<file path="config.mk">
export PLATFORM = sky130hd
export DESIGN_NAME = jedro_1_writeback
export DESIGN_NICKNAME = d
export VERILOG_FILES = /design/src/rtl/jedro_1_writeback.sv
export SDC_FILE = /design/constraint.sdc
export NUM_CORES = 1
export LEC_CHECK = 0
export ABC_CLOCK_PERIOD_IN_PS = 3780
export BUFFER_PORTS_ARGS = -buffer_cell sky130_fd_sc_hd__buf_2
export CORE_MARGIN = 2
export CORE_UTILIZATION = 53
export DETAILED_ROUTE_END_ITERATION = 10
export PLACE_DENSITY = 0.8
export SKIP_CTS_REPAIR_TIMING = 1
export SYNTH_ARGS = -nofsm -noshare
export SYNTH_HDL_FRONTEND = slang
export SYNTH_SLANG_ARGS = --single-unit
</file>
<file path="constraint.sdc">
create_clock -name clk_i -period 3.78 [get_ports clk_i]
set_input_delay 0.756 -clock clk_i [delete_from_list [all_inputs] [get_ports clk_i]]
set_output_delay 0.756 -clock clk_i [all_outputs]
set_load 0.02 [all_outputs]
</file>
<file path="src/rtl/jedro_1_writeback.sv">
// Writeback stage feeding register-file write port C: LSU-priority arbitration, ALU skid buffer with starvation guard.
// Optional JEDRO_1_WB_BYPASS_EN exposes the registered write and the skid entry for decode-stage forwarding.
module jedro_1_writeback #(
  parameter int DATA_WIDTH     = 32,
  parameter int REG_ADDR_WIDTH = 5,
  parameter int STARVE_LIMIT   = 4
) (
  input  logic                      clk_i,
  input  logic                      rst_i,
  input  logic                      alu_valid_i,
  output logic                      alu_ready_o,
  input  logic [REG_ADDR_WIDTH-1:0] alu_rd_i,
  input  logic [DATA_WIDTH-1:0]     alu_data_i,
  input  logic                      lsu_valid_i,
  output logic                      lsu_ready_o,
  input  logic [REG_ADDR_WIDTH-1:0] lsu_rd_i,
  input  logic [2:0]                lsu_funct3_i,
  input  logic [1:0]                lsu_offset_i,
  input  logic [DATA_WIDTH-1:0]     lsu_rdata_i,
  output logic [REG_ADDR_WIDTH-1:0] wpc_addr_o,
  output logic [DATA_WIDTH-1:0]     wpc_data_o,
  output logic                      wpc_we_o,
`ifdef JEDRO_1_WB_BYPASS_EN
  output logic                      byp_valid_o,
  output logic [REG_ADDR_WIDTH-1:0] byp_addr_o,
  output logic [DATA_WIDTH-1:0]     byp_data_o,
  output logic                      byp_skid_valid_o,
  output logic [REG_ADDR_WIDTH-1:0] byp_skid_addr_o,
  output logic [DATA_WIDTH-1:0]     byp_skid_data_o,
`endif
  output logic                      load_err_o
);

  localparam logic [3:0] LP_LIMIT = 4'(STARVE_LIMIT);

  logic                      r_alu_ready;
  logic                      r_skid_full;
  logic [REG_ADDR_WIDTH-1:0] r_skid_rd;
  logic [DATA_WIDTH-1:0]     r_skid_data;
  logic [3:0]                r_starve_cnt;
  logic [REG_ADDR_WIDTH-1:0] r_wpc_addr;
  logic [DATA_WIDTH-1:0]     r_wpc_data;
  logic                      r_wpc_we;
  logic                      r_load_err;

  logic                      w_alu_hs;
  logic                      w_cand_valid;
  logic [REG_ADDR_WIDTH-1:0] w_cand_rd;
  logic [DATA_WIDTH-1:0]     w_cand_data;
  logic                      w_force;
  logic                      w_lsu_win;
  logic                      w_alu_win;
  logic                      w_skid_load;
  logic                      w_skid_full_nxt;
  logic [DATA_WIDTH-1:0]     w_shifted;
  logic [DATA_WIDTH-1:0]     w_load_data;
  logic                      w_load_err;

  // The skid entry always outranks a fresh ALU beat; ready is low while it is occupied.
  assign w_alu_hs     = alu_valid_i & r_alu_ready;
  assign w_cand_valid = r_skid_full | w_alu_hs;
  assign w_cand_rd    = r_skid_full ? r_skid_rd   : alu_rd_i;
  assign w_cand_data  = r_skid_full ? r_skid_data : alu_data_i;

  assign w_force   = w_cand_valid & (r_starve_cnt == LP_LIMIT);
  assign w_lsu_win = lsu_valid_i & ~w_force;
  assign w_alu_win = w_cand_valid & ~w_lsu_win;

  assign w_skid_load     = ~r_skid_full & w_alu_hs & ~w_alu_win;
  assign w_skid_full_nxt = w_skid_load | (r_skid_full & ~w_alu_win);

  assign alu_ready_o = r_alu_ready;
  assign lsu_ready_o = ~w_force;

  assign w_shifted = lsu_rdata_i >> {lsu_offset_i, 3'b000};

  always_comb begin
    w_load_data = w_shifted;
    w_load_err  = 1'b0;
    case (lsu_funct3_i)
      3'b000: w_load_data = {{(DATA_WIDTH-8){w_shifted[7]}}, w_shifted[7:0]};
      3'b001: begin
        w_load_data = {{(DATA_WIDTH-16){w_shifted[15]}}, w_shifted[15:0]};
        w_load_err  = lsu_offset_i[0];
      end
      3'b010: w_load_err = |lsu_offset_i;
      3'b100: w_load_data = {{(DATA_WIDTH-8){1'b0}}, w_shifted[7:0]};
      3'b101: begin
        w_load_data = {{(DATA_WIDTH-16){1'b0}}, w_shifted[15:0]};
        w_load_err  = lsu_offset_i[0];
      end
      default: w_load_err = 1'b1;
    endcase
  end

  always_ff @(posedge clk_i or posedge rst_i) begin
    if (rst_i) begin
      r_alu_ready  <= 1'b0;
      r_skid_full  <= 1'b0;
      r_skid_rd    <= '0;
      r_skid_data  <= '0;
      r_starve_cnt <= '0;
      r_wpc_addr   <= '0;
      r_wpc_data   <= '0;
      r_wpc_we     <= 1'b0;
      r_load_err   <= 1'b0;
    end else begin
      r_alu_ready <= ~w_skid_full_nxt;
      r_skid_full <= w_skid_full_nxt;
      if (w_skid_load) begin
        r_skid_rd   <= alu_rd_i;
        r_skid_data <= alu_data_i;
      end

      if (w_cand_valid && !w_alu_win) begin
        if (r_starve_cnt != LP_LIMIT) r_starve_cnt <= r_starve_cnt + 4'd1;
      end else begin
        r_starve_cnt <= '0;
      end

      // Faulting loads are consumed but leave the last written address/data untouched.
      r_wpc_we   <= 1'b0;
      r_load_err <= 1'b0;
      if (w_lsu_win) begin
        r_load_err <= w_load_err;
        if (!w_load_err) begin
          r_wpc_addr <= lsu_rd_i;
          r_wpc_data <= w_load_data;
          r_wpc_we   <= (lsu_rd_i != '0);
        end
      end else if (w_alu_win) begin
        r_wpc_addr <= w_cand_rd;
        r_wpc_data <= w_cand_data;
        r_wpc_we   <= (w_cand_rd != '0);
      end
    end
  end

  assign wpc_addr_o = r_wpc_addr;
  assign wpc_data_o = r_wpc_data;
  assign wpc_we_o   = r_wpc_we;
  assign load_err_o = r_load_err;

`ifdef JEDRO_1_WB_BYPASS_EN
  assign byp_valid_o      = r_wpc_we;
  assign byp_addr_o       = r_wpc_addr;
  assign byp_data_o       = r_wpc_data;
  assign byp_skid_valid_o = r_skid_full & (r_skid_rd != '0);
  assign byp_skid_addr_o  = r_skid_full ? r_skid_rd   : '0;
  assign byp_skid_data_o  = r_skid_full ? r_skid_data : '0;
`endif

endmodule

</file>
==> results by group <==
STA
  • Setup ws final: 1.10 ns
  • Final Hold Viols: 0
  • Final Setup Violations: 0
  • Final Cycle Share: 0.708
  • Final Max Slew Viols: 0
  • Clk_skew: between 0.015 and 0.02 ns
  • Total negative setup slack: 0 ns
  • Fmax: roughly 370 MHz
  • Slew headroom: 0.317
  • Hold WS: 0.493 ns
  • Worst slew pin tran: 1.02 ns
  • Minimum clock period: 2.68 ns
  • RSZ-0062 raised after global routing: false

Routing
  • Final wirelength: 11,600 um
  • # DRC: 0
  • Antenna Nets Post-Route: 0
  • DR vias/cell: approximately 5.9
  • Routed vias: 3,568
  • DRT iter0 DRCs: 117
  • Wirelength per Cell: 19.0 um
  • Drt pass-1 iters: 4

Synthesis
  • Syn. warnings: 0
  • Post-Synthesis Cells: between 300 and 400
  • FFs w/ async S/R, synth: 1.00
  • Synth Cell Area: 4620 um2
  • Syn nets: 469
  • Netlist cell types: 40
  • Register area share after synthesis: 0.445
  • Seq cells post-synth: 82
  • EDFF count, synth: 0
  • Synth Area per Inst: 12.0 um2
  • Synth Flop Type: dfrtp_1

Run
  • Maxcap violations: 0

Layout
  • Share of cells above drive strength 1: 0.512
  • # fillers: 698
  • Ant. Diodes: 0
  • Synth-to-Final Area Change: 18.3%
  • Commonest non-fill, non-tap cell in the layout: buf_2
  • Final nets: 580
  • Commonest non-fill, non-tap cells in the layout: 123 x buf_2, 99 x mux2_2, 81 x dfrtp_1
  • Final Non-Filler Cells: 608

Clock tree
  • CTS Buffer Depth: 2
  • H-tree Lvls: 3
  • Root Driver: clkbuf_8
  • Clk_lat worst skew: 0.37 ns
  • CTS Sinks: between 80 and 90
  • Worst-path clk slew: 0.09 ns
  • CTS tree: built
  • CTS Buf Count: 9

Placement
  • Placed cell count: 592
  • Port buffer count: 123
  • Final Wtd Congestion: 0.873
  • Pre-CTS setup slack: 0.735 ns
  • Final HPWL DP: around 8600 um

Setup path
  • Crit. End Element: flip-flop
  • Crit path kind: input port to flip-flop
  • Worst r2r src: r_skid_full
  • Worst EP arrival: 2.92 ns
  • CP Max Fanout: 24
  • Worst EP required: 4.02 ns
  • Reg-to-reg slack, setup: roughly 1.2 ns
  • Worst Setup SP: lsu_offset_i[1]
  • FF-to-FF path depth: 4
  • Reg-to-Reg End: wpc_data_o[7]
  • Startpoint types: input port

Status
  • Outcome: finished, final reports clean

Power and ir drop
  • Max VDD drop: 0.252 mV
  • Total power per unit cell area: 464 nW/um2
  • Leak pwr: roughly 2.5 nW

Hold path
  • Hold depth: 1
  • Hold wc startpoint: r_skid_data[3]
  • Hold Path Sink: r_skid_data[3]
  • Hold/Removal Path Class: flip-flop to flip-flop

Floorplanning
  • Die ar.: 9470 um2
  • FP Rows: 34
  • I/O Pins: 124
  • Core area: 8590 um2
  • Initial Util: 0.537
  • Die H: approximately 100 um
  • Die W: 97.3 um

Global route
  • Gr usage total: 0.252
  • Initial antenna violation count: 0
  • Largest net degree at the start of global routing: 50
  • Overflow after GRT: 0
  • Number of global-route vias before repair: 3,640
  • Wire length of the first global-routing pass: 18,700 um
[critical path, stage by stage]
cell and delay [ns]:
buf_2 0.45, mux4_2 0.60, a221o_1 0.62, a211oi_1 0.35
o2bb2ai_1 0.13
[worst max-delay path by stage]
stage	end	slack (ns)	depth (start not counted)
detailed placement	wpc_data_o[29]	0.74	5
floorplan	alu_ready_o	0.92	1
global placement	wpc_data_o[29]	0.91	5
global route	wpc_data_o[7]	0.98	4
finish	wpc_data_o[29]	1.10	5
CTS	wpc_data_o[29]	1.12	5
[final cells by class]
type                    instances  area, um2  share of cell area
multi-input cells             268       2410               0.441
flip-flops and latches         82       2050               0.376
repair buffers                129        661               0.121
well taps                     108        135              0.0248
clock buffers                   9        124              0.0227
clock inverters                 7       60.1              0.0110
inverters                       5       20.0             0.00367
[logic make-up (layout without fill, tap and decap cells)]
kind of cell    Yosys count  after routing  share of synthesized area
buf+inv                  34            150                     0.0369
xor+xnor                  2              2                    0.00380
compound gates           92             92                      0.146
fa+ha+maj                 2              2                    0.00542
flops                    82             82                      0.445
simple gates             41             41                     0.0493
mux                     131            131                      0.314
[sequential cells by signal (all words and copies together), names as in the netlist]
name and flops:
r_skid_data 32, wpc_data_o 32, r_skid_rd 5, wpc_addr_o 5
r_starve_cnt 4, alu_ready_o 1, load_err_o 1, r_skid_full 1
wpc_we_o 1
[report_power, final]
group / total, W / internal [W] / switching (W) / leakage, nW
Clock: 0.000602 / 0.000249 / 0.000353 / 0.0908
Sequential: 0.00119 / 0.00107 / 0.000121 / 0.990
Combinational: 0.000739 / 0.000355 / 0.000385 / 1.37
[per-layer routing]
metal / GRT usage / routed length (um) / up-vias
li1: - / - / 1663
met1: 0.321 / 4800 / 1775
met2: 0.411 / 5590 / 112
met3: 0.0763 / 964 / 18
met4: 0.0865 / 204 / 0
met5: 0 / 0 / -
[synthesized netlist by cell type (2+ instances only)]
cell type | number | area, um2
mux2_2 | 99 | 1110
dfrtp_1 | 82 | 2050
a21oi_1 | 32 | 160
o2bb2ai_1 | 31 | 272
mux2i_1 | 30 | 300
a211oi_1 | 16 | 120
nor2_1 | 14 | 52.6
buf_2 | 10 | 50.1
and2_1 | 9 | 56.3
clkbuf_1 | 7 | 26.3
buf_4 | 6 | 45.0
buf_1 | 5 | 18.8
inv_1 | 5 | 18.8
a21oi_2 | 3 | 26.3
nand2_1 | 3 | 11.3
ha_1 | 2 | 25.0
nand3_1 | 2 | 10.0
nand3b_1 | 2 | 15.0
nor3_1 | 2 | 10.0
nor3b_1 | 2 | 15.0
o21ai_0 | 2 | 10.0
o21ai_2 | 2 | 17.5
[per-stage QoR]
step / utilization / power, W / cell area (um2)
after floorplan: - / 0.00169 / 4620
after global placement: 0.614 / 0.00191 / 5280
after detailed placement: 0.614 / 0.00195 / 5280
after CTS: 0.635 / 0.00255 / 5460
after global routing: 0.635 / 0.00266 / 5460
final: 0.635 / 0.00253 / 5460
(Power assumes the default switching activity.)
